===== src/rtl/fifo_byte_serializer_pkg.sv =====
// Shared definitions for the FIFO-to-serial converter: FSM state encoding and default word width.
package serializer_pkg;

    localparam int DEFAULT_WIDTH = 8;

    typedef logic [1:0] state_t;

    localparam state_t IDLE  = 2'd0;
    localparam state_t REQ   = 2'd1;
    localparam state_t WAIT  = 2'd2;
    localparam state_t SHIFT = 2'd3;

endpackage


===== src/rtl/fifo_byte_serializer_if.sv =====
// Bundles the upstream FIFO read port and the downstream serial valid/ready stream.
interface fifo_byte_serializer_if #(
    parameter int WIDTH = serializer_pkg::DEFAULT_WIDTH
);
    logic             enable;
    logic             fifo_empty;
    logic [WIDTH-1:0] fifo_data;
    logic             fifo_read_en;
    logic             sout_ready;
    logic             sout;
    logic             sout_valid;
    logic             sout_first;
    logic             sout_last;
    logic             busy;

    modport master (
        output enable, fifo_empty, fifo_data, sout_ready,
        input  fifo_read_en, sout, sout_valid, sout_first, sout_last, busy
    );

    modport slave (
        input  enable, fifo_empty, fifo_data, sout_ready,
        output fifo_read_en, sout, sout_valid, sout_first, sout_last, busy
    );
endinterface


===== src/rtl/fifo_byte_serializer_piso_shift_reg.sv =====
// Parallel-in serial-out register; o_bit always presents the next bit in the chosen order.
module piso_shift_reg
    import serializer_pkg::*;
#(
    parameter int WIDTH     = DEFAULT_WIDTH,
    parameter int MSB_FIRST = 1
) (
    input  logic             clk,
    input  logic             reset_n,
    input  logic             i_load,
    input  logic [WIDTH-1:0] i_data,
    input  logic             i_shift,
    output logic             o_bit
);

    logic [WIDTH-1:0] r_data;
    logic [WIDTH-1:0] w_shifted;

    generate
        if (MSB_FIRST != 0) begin : g_msb_first
            assign w_shifted = {r_data[WIDTH-2:0], 1'b0};
            assign o_bit     = r_data[WIDTH-1];
        end else begin : g_lsb_first
            assign w_shifted = {1'b0, r_data[WIDTH-1:1]};
            assign o_bit     = r_data[0];
        end
    endgenerate

    always_ff @(posedge clk or negedge reset_n) begin
        if (!reset_n) begin
            r_data <= '0;
        end else if (i_load) begin
            r_data <= i_data;
        end else if (i_shift) begin
            r_data <= w_shifted;
        end
    end

endmodule


===== src/rtl/fifo_byte_serializer.sv =====
// Pulls one word at a time from an upstream FIFO and streams it out bit-serially
// under valid/ready flow control; the FSM and bit counter live here, the shifter below.
module fifo_byte_serializer
    import serializer_pkg::*;
#(
    parameter int WIDTH     = DEFAULT_WIDTH,
    parameter int MSB_FIRST = 1
) (
    input  logic                   clk,
    input  logic                   reset_n,
    fifo_byte_serializer_if.slave  bus
);

    localparam int                CNT_W    = (WIDTH > 1) ? $clog2(WIDTH) : 1;
    localparam logic [CNT_W-1:0]  LAST_CNT = CNT_W'(WIDTH - 1);

    state_t           r_state;
    state_t           w_state_next;
    logic [CNT_W-1:0] r_bit_cnt;
    logic             w_start;
    logic             w_accept;
    logic             w_last_accept;
    logic             w_load;
    logic             w_bit;

    assign w_start       = bus.enable && !bus.fifo_empty;
    assign w_accept      = (r_state == SHIFT) && bus.sout_ready;
    assign w_last_accept = w_accept && (r_bit_cnt == LAST_CNT);
    // FIFO data is valid the cycle after the read strobe, i.e. during WAIT.
    assign w_load        = (r_state == WAIT);

    always_ff @(posedge clk or negedge reset_n) begin
        if (!reset_n) begin
            r_state <= IDLE;
        end else begin
            r_state <= w_state_next;
        end
    end

    always_comb begin
        w_state_next = r_state;
        case (r_state)
            IDLE:    if (w_start) w_state_next = REQ;
            REQ:     w_state_next = WAIT;
            WAIT:    w_state_next = SHIFT;
            SHIFT:   if (w_last_accept) w_state_next = w_start ? REQ : IDLE;
            default: w_state_next = IDLE;
        endcase
    end

    always_comb begin
        bus.fifo_read_en = 1'b0;
        bus.busy         = 1'b0;
        bus.sout_valid   = 1'b0;
        bus.sout         = 1'b0;
        bus.sout_first   = 1'b0;
        bus.sout_last    = 1'b0;
        case (r_state)
            REQ: begin
                bus.fifo_read_en = 1'b1;
                bus.busy         = 1'b1;
            end
            WAIT: begin
                bus.busy = 1'b1;
            end
            SHIFT: begin
                bus.busy       = 1'b1;
                bus.sout_valid = 1'b1;
                bus.sout       = w_bit;
                bus.sout_first = (r_bit_cnt == '0);
                bus.sout_last  = (r_bit_cnt == LAST_CNT);
            end
            default: ;
        endcase
    end

    always_ff @(posedge clk or negedge reset_n) begin
        if (!reset_n) begin
            r_bit_cnt <= '0;
        end else if (w_load) begin
            r_bit_cnt <= '0;
        end else if (w_accept) begin
            r_bit_cnt <= w_last_accept ? '0 : r_bit_cnt + CNT_W'(1);
        end
    end

    piso_shift_reg #(
        .WIDTH     (WIDTH),
        .MSB_FIRST (MSB_FIRST)
    ) u_piso (
        .clk     (clk),
        .reset_n (reset_n),
        .i_load  (w_load),
        .i_data  (bus.fifo_data),
        .i_shift (w_accept),
        .o_bit   (w_bit)
    );

endmodule


===== src/flat_wrapper.sv =====
// flat-port wrapper written by rule: the top's interface ports become plain ports
module fifo_byte_serializer_flat import serializer_pkg::*;
#(
    parameter int WIDTH     = DEFAULT_WIDTH,
    parameter int MSB_FIRST = 1
)
  (clk, reset_n, bus_enable, bus_fifo_empty, bus_fifo_data, bus_sout_ready, bus_fifo_read_en, bus_sout, bus_sout_valid, bus_sout_first, bus_sout_last, bus_busy);
  fifo_byte_serializer_if #(.WIDTH(WIDTH)) bus_i ();
  input  logic clk;
  input  logic reset_n;
  input wire logic [$bits(bus_i.enable)-1:0] bus_enable;
  input wire logic [$bits(bus_i.fifo_empty)-1:0] bus_fifo_empty;
  input wire logic [$bits(bus_i.fifo_data)-1:0] bus_fifo_data;
  input wire logic [$bits(bus_i.sout_ready)-1:0] bus_sout_ready;
  output wire logic [$bits(bus_i.fifo_read_en)-1:0] bus_fifo_read_en;
  output wire logic [$bits(bus_i.sout)-1:0] bus_sout;
  output wire logic [$bits(bus_i.sout_valid)-1:0] bus_sout_valid;
  output wire logic [$bits(bus_i.sout_first)-1:0] bus_sout_first;
  output wire logic [$bits(bus_i.sout_last)-1:0] bus_sout_last;
  output wire logic [$bits(bus_i.busy)-1:0] bus_busy;
  assign bus_i.enable = bus_enable;
  assign bus_i.fifo_empty = bus_fifo_empty;
  assign bus_i.fifo_data = bus_fifo_data;
  assign bus_i.sout_ready = bus_sout_ready;
  assign bus_fifo_read_en = bus_i.fifo_read_en;
  assign bus_sout = bus_i.sout;
  assign bus_sout_valid = bus_i.sout_valid;
  assign bus_sout_first = bus_i.sout_first;
  assign bus_sout_last = bus_i.sout_last;
  assign bus_busy = bus_i.busy;
  fifo_byte_serializer #(.WIDTH(WIDTH), .MSB_FIRST(MSB_FIRST)) u_core (.clk(clk), .reset_n(reset_n), .bus(bus_i));
endmodule

===== config.mk =====
export PLATFORM = sky130hd
export DESIGN_NAME = fifo_byte_serializer_flat
export DESIGN_NICKNAME = d
export VERILOG_FILES = /design/src/rtl/fifo_byte_serializer_pkg.sv /design/src/rtl/fifo_byte_serializer_if.sv /design/src/rtl/fifo_byte_serializer_piso_shift_reg.sv /design/src/rtl/fifo_byte_serializer.sv /design/src/flat_wrapper.sv
export SDC_FILE = /design/constraint.sdc
export NUM_CORES = 1
export LEC_CHECK = 0
export ABC_AREA = 1
export BUFFER_PORTS_ARGS = -buffer_cell sky130_fd_sc_hd__buf_2
export CAP_MARGIN = 20
export CORE_MARGIN = 2
export CORE_UTILIZATION = 50
export DETAILED_ROUTE_END_ITERATION = 10
export PLACE_DENSITY = 0.8
export SETUP_SLACK_MARGIN = 0.2
export SYNTH_ARGS = -nofsm -noshare
export SYNTH_HDL_FRONTEND = slang
export SYNTH_HIERARCHICAL = 1
export SYNTH_SLANG_ARGS = --single-unit

===== constraint.sdc =====
create_clock -name clk -period 1.56 [get_ports clk]
set_clock_uncertainty 0.05 [all_clocks]
set_input_delay 0.156 -clock clk [delete_from_list [all_inputs] [get_ports clk]]
set_output_delay 0.156 -clock clk [all_outputs]
set_load 0.01 [all_outputs]

==> results.yml, run 1 <==
run_status:
  status: "complete, no violations"
clocking:
  cts.sinks: 13
  htreeDepth: 1
  clockBufferDepth: 2
  root_buffer: "clkbuf_4"
  cts.clk_slew.worst_paths_ps: 80
  clk_latency_ps: 270
  cts-buffers-inserted: 3
  cts_tree: "yes"
synthesis:
  synth_commonest_cells: "nand2_1, nand3_1, dfrtp_1"
  synthAdderAreaFrac_pct: 14.5
  synth_nets: 117
  synth_xor_area_share_pct: 0
  ys_seq_area_share_pct: 41.9
  ys_types: 13
  yosys_register_bits: 13
  synthArstFlopShare_pct: 100
  synth-compound-area-share_pct: 2.25
  synth_area_um2: 777
  synth_area_leaders: "dfrtp_1, nand2_1, ha_1"
  yosysTopAreaCell: "dfrtp_1"
  synth_top_family_by_area: "simple AND/OR/NAND/NOR gates"
  yosysWarnings: 6
  synthCells: 95
  synth-simple-area-share_pct: 33.2
  synth_area_per_cell_um2: 8.18
  synth-edff-count: 0
  synthMuxAreaShare_pct: 0
  synth.most_common_cell: "nand2_1"
  synth_top_area_share_pct: 41.9
  ys.flop_type: "dfrtp_1"
timing:
  setup_viol_count_final: 0
  fmax_mhz: 699
  worst_hold_slack_ps: 40.3
  maxSlewHeadroom_pct: 80.3
  drv_slew: 0
  setup_slack_ps: 130
  period_minus_slack_ps: 1430
  hold_viol: 0
  tns_ps: 0
  tightest_slew_ps: 296
  rsz0062_at_grt: "true"
  fin_crit_sh_pct: 91.7
pwr:
  pwr-share-clk_pct: 10.0
  powerDensity_nw_per_um2: 1800
  p_int_mw: 1.14
  leakage_nw: 0.590
  p_sw_share_pct: 44.3
  power_frac_comb_pct: 57.7
  power_frac_seq_pct: 32.3
  power_switching_mw: 0.902
  ir_worst_vdd_uv: 1230
worst_hold_path:
  holdPathEnd: "u_core/u_piso/r_data[0]$_DFFE_PN0P_"
  worstHoldPathCells: 3
  min_path_type: "input pin to register"
  min-delay-start: "bus_fifo_data[0]"
finish:
  num_antenna_cells: 0
  drive_gt1_share_pct: 49.6
  nNetsFinal: 148
  multiInputGateArea_um2: 513
  syn2layout_area_growth_pct: 46.1
  seq_area_um2: 328
  utilization_pct: 76.2
  num-fill-cells: 99
die:
  fp.dieH_um: 43.4
  initial_core_util_pct: 52.2
  core_um2: 1490
  dieArea_um2: 1890
  die_width_um: 43.4
  ios: 19
  rows: 14
critical_path:
  r2r_start: "u_core/r_state[1]$_DFFE_PN0P_"
  timing.critical_path.buf_inv: 2
  rr_worst_depth: 6
  crit_top_cell: "ha_4"
  cpPeakStageDelay_ps: 420
  rrSetupSlack_ps: 170
  worstPathArrival_ps: 1220
  critical_path.top_delay_family: "flip-flops"
  start_kind: "register"
  end_kind: "primary output"
  path_cells: "ha_4 > ha_4 > nand2_2 > inv_2 > buf_6"
  crit_type: "register to primary output"
  cp.required_ps: 1350
  path_max_fanout: 2
  timing.rr.end: "u_core/u_piso/r_data[3]$_DFFE_PN0P_"
  crit_path_top_delay_cell: "dfrtp_1"
grt:
  grt_pass1_vias: 680
  met3_usage_pct: 2.92
  grt-busiest-layer: "met2"
  overflow: 0
  grt_use_met2_pct: 34.0
  grt_pass1_wl_um: 2900
  use_met1_pct: 26.9
  grt_max_degree: 14
  track_usage_pct: 20.6
  antenna_found_initial: 0
flow_run:
  drv_cap: 0
route:
  drt_iter0_markers: 18
  drcViolationCount: 0
  viasPerCell: 5.28
  drt_wl_total_um: 1890
  drtPass1Iterations: 5
  vias: 744
  wl_per_cell_um: 13.4
  ant_nets: 0
placed_design:
  gp_congestion: 0.780
  dpl.hpwl_um: 1110
  post-place-ws_ps: 171
  port_buffers: 18
==> tightest hold or removal path, cell delays in order <==
cell,delay [ps]
buf_2,80
nand2_1,40
nand2_1,50
==> per-stage QoR <==
stage               cells  cell area [um^2]  power, mW
floorplan              95               777       1.18
finish                141              1130       2.04
global route          141              1130       2.21
global placement      128               876       1.34
CTS                   138              1030       1.79
detailed placement    128               876       1.37
==> cells by family (layout without fill, tap and decap cells) <==
kind of cell | count (synthesis) | count (layout)
flops | 13 | 13
fa+ha+maj | 9 | 9
simple gates | 56 | 56
buf+inv | 14 | 44
compound gates | 3 | 3
==> cell type report <==
cell class | count | area share (%)
Clock buffer | 4 | 2.32
Inverter | 12 | 4.63
Timing Repair Buffer | 28 | 17.2
Tap cell | 16 | 1.76
Sequential cell | 13 | 28.9
Multi-Input combinational cell | 68 | 45.2
==> cells in the final DEF, fill, tap and decap left out, types with 5 or more instances in the layout <==
master,count
buf_4,6
nand3_2,5
dfrtp_1,11
ha_4,6
inv_2,5
nand2_1,21
buf_2,16
nand3_1,16
nand2_2,10
==> how the worst max path moves through the flow <==
stage | start | endpoint | slack [ps] | cells past startpoint
6_report | u_core/r_bit_cnt[0]$_DFFE_PN0P_ | bus_sout_last | 130 | 5
5_1_grt | u_core/r_bit_cnt[1]$_DFFE_PN0P_ | bus_sout_first | 70 | 5
4_1_cts | u_core/r_bit_cnt[1]$_DFFE_PN0P_ | bus_sout_last | 110 | 5
3_5_place_dp | u_core/r_state[0]$_DFFE_PN0P_ | u_core/u_piso/r_data[2]$_DFFE_PN0P_ | 170 | 6
3_3_place_gp | u_core/r_state[0]$_DFFE_PN0P_ | u_core/u_piso/r_data[2]$_DFFE_PN0P_ | 230 | 6
2_1_floorplan | u_core/r_state[0]$_DFFE_PN0P_ | u_core/u_piso/r_data[6]$_DFFE_PN0P_ | 260 | 7
==> flip-flops by register name, summed over array words and instances, names as in the netlist <==
name	cells
u_core/u_piso/r_data	8
u_core/r_bit_cnt	3
u_core/r_state	2
==> layer usage <==
layer	routed length (um)	up-vias	part of all wire, %
li1	-	368	-
met1	807	355	43
met2	995	17	53
met3	65	4	3.4
met4	25	0	1.3
met5	0	-	0
==> power groups by stage <==
| stage | Clock (mW) | Sequential, mW | Combinational, mW |
|---|---|---|---|
| floorplan | 0 | 0.565 | 0.617 |
| detailed placement | 0 | 0.595 | 0.775 |
| global route | 0.229 | 0.674 | 1.30 |
| global placement | 0 | 0.587 | 0.753 |
| CTS | 0.210 | 0.627 | 0.951 |
| finish | 0.204 | 0.658 | 1.18 |
==> what timing repair did <==
action                                  in CTS  in global routing
hold buffers                                 1                  0
hold endpoints to repair                    13                  0
gates cloned                                 1                  0
pin swaps                                    6                  6
setup buffers                                4                  3
endpoints found under the setup margin      14                 17
resized for setup                           23                 21
No activity file was read; power rests on OpenSTA's default activity.
==> inputs of run 2 (changes only) <==
--- a/config.mk
+++ b/config.mk
@@ -12,4 +12,5 @@
 export CORE_UTILIZATION = 50
 export DETAILED_ROUTE_END_ITERATION = 10
+export MAX_ROUTING_LAYER = met4
 export PLACE_DENSITY = 0.8
 export SETUP_SLACK_MARGIN = 0.2
==> constraint.sdc (replaced) <==
create_clock -name clk -period 1.56 [get_ports clk]
set_clock_uncertainty 0.05 [all_clocks]
set_input_delay 0.312 -clock clk [delete_from_list [all_inputs] [get_ports clk]]
set_output_delay 0.312 -clock clk [all_outputs]
set_load 0.01 [all_outputs]
==> run 2 against run 1 <==
Against the previous run:
- the flow now finishes with violations (negative setup slack)
- hold slack better by 140 ps
- non-clock buffer count increased by 3
- die area unchanged
- flip-flop and latch count is the same
- first-iteration DRC count up 28%
- sequential share of layout area fell by 2.9 points
- register-to-register slack got worse by 80 ps
- critical path type unchanged
- largest power group unchanged
==> results.yml, run 2 (synthesis results as in run 1) <==
grt:
  antenna_found_initial: 0
  overflow: 0
  grt_max_degree: 14
  track_usage_pct: 25.7
  grt_pass1_vias: 771
  grt_pass1_wl_um: 3480
timing:
  tightest_slew_ps: 277
  setup_slack_ps: -51.0
  hold_viol: 0
  period_minus_slack_ps: 1610
  drv_slew: 0
  worst_hold_slack_ps: 184
  setup_viol_count_final: 2
  tns_ps: -54.1
  maxSlewHeadroom_pct: 81.5
  fmax_mhz: 621
  fin_crit_sh_pct: 103
  rsz0062_at_grt: "true"
critical_path:
  timing.critical_path.buf_inv: 2
  start_kind: "register"
  path_cells: "ha_2 > ha_4 > nand2_2 > inv_2 > buf_6"
  cpPeakStageDelay_ps: 400
  end_kind: "primary output"
  crit_type: "register to primary output"
  cp.required_ps: 1200
  path_max_fanout: 2
  crit_path_top_delay_cell: "dfrtp_1"
  worstPathArrival_ps: 1250
  critical_path.top_delay_family: "flip-flops"
pwr:
  ir_worst_vdd_uv: 1530
  powerDensity_nw_per_um2: 1920
  leakage_nw: 0.634
die:
  fp.dieH_um: 43.4
  initial_core_util_pct: 52.2
  die_width_um: 43.4
  ios: 19
  dieArea_um2: 1890
  rows: 14
  core_um2: 1490
placed_design:
  gp_congestion: 0.804
  placed_area_um2: 888
  dpl.hpwl_um: 1080
  post-place-ws_ps: 182
  port_buffers: 18
finish:
  finalInstanceArea_um2: 1260
  syn2layout_area_growth_pct: 62.5
  largest_register_ffs: 8
  num_antenna_cells: 0
  nNetsFinal: 151
  final_common_cell: "nand2_1"
  largest_register: "u_core/u_piso/r_data"
  reg.largest.list: "u_core/u_piso/r_data: 8 flops, u_core/r_bit_cnt: 3 flops, u_core/r_state: 2 flops"
  mostFrequentLayoutCells: "nand2_1, buf_2, nand3_1"
  drive_gt1_share_pct: 57.0
flow_run:
  drv_cap: 0
clocking:
  clockBufferDepth: 2
  cts_tree: "yes"
  htreeDepth: 1
  clk_latency_ps: 280
  cts.clk_slew.worst_paths_ps: 70
  cts.sinks: 13
  root_buffer: "clkbuf_4"
  cts-buffers-inserted: 3
route:
  drt_wl_total_um: 2390
  ant_nets: 0
  drcViolationCount: 0
  vias: 805
  drt_iter0_markers: 23
  viasPerCell: 5.59
  wl_per_cell_um: 16.6
  drtPass1Iterations: 7
worst_hold_path:
  min_path_type: "input pin to register"
run_status:
  status: "finished with violations"
  violations: "negative setup slack"
## run 2: report_power, final
part / internal [mW] / switching [mW]
Clock: 0.0993 / 0.105
Combinational: 0.764 / 0.818
Sequential: 0.490 / 0.153
Total: 1.35 / 1.08
## run 2: path summary, 6_finish.rpt
check                                                     from                                   to  slack, ps  depth (start not counted)
min in group asynchronous                              reset_n      u_core/r_bit_cnt[1]$_DFFE_PN0P_        380                          2
max in group asynchronous                              reset_n        u_core/r_state[1]$_DFFE_PN0P_        840                          2
max reg2reg                    u_core/r_bit_cnt[0]$_DFFE_PN0P_        u_core/r_state[0]$_DFFE_PN0P_         90                          9
max                            u_core/r_bit_cnt[0]$_DFFE_PN0P_                        bus_sout_last        -50                          5
min reg2reg                u_core/u_piso/r_data[3]$_DFFE_PN0P_  u_core/u_piso/r_data[3]$_DFFE_PN0P_        450                          2
min                                           bus_fifo_data[0]  u_core/u_piso/r_data[0]$_DFFE_PN0P_        180                          3
## run 2: repair_timing
item,CTS,global route
endpoints found under the setup margin,15,19
hold buffers,1,0
buffers inserted,6,4
cloned,1,0
resized for setup,30,33
pin swaps,6,14
endpoints found under the hold margin,13,0
## run 2: through the flow
stage	cells	total power, mW	util, %
after global routing	144	2.57	84.8
after floorplan	95	1.18	-
after global placement	128	1.38	59.7
after CTS	140	2.03	75.3
final	144	2.43	84.8
after detailed placement	128	1.41	59.7
## run 2: per-layer routing
layer  global-route usage [%]  part of all wire [%]  routed length, um  up-vias
met5                        -                     0                  0        -
met4                     10.3                   3.4                 80        0
met3                     6.67                   5.6                133       10
met2                     42.4                    53               1270       40
met1                     29.6                    38                907      379
li1                         -                     -                  -      376
## run 2: worst min-delay path: stages
cell and delay [ps]:
buf_2 80, nand2_1 40, nand2_1 50
## run 2: final cells by class
cell class                      count  area, um^2
Tap cell                           16        20.0
Timing Repair Buffer               31         263
Multi-Input combinational cell     68         568
Sequential cell                    13         328
Fill cell                          72         226
Inverter                           12        57.6
Clock buffer                        4        26.3
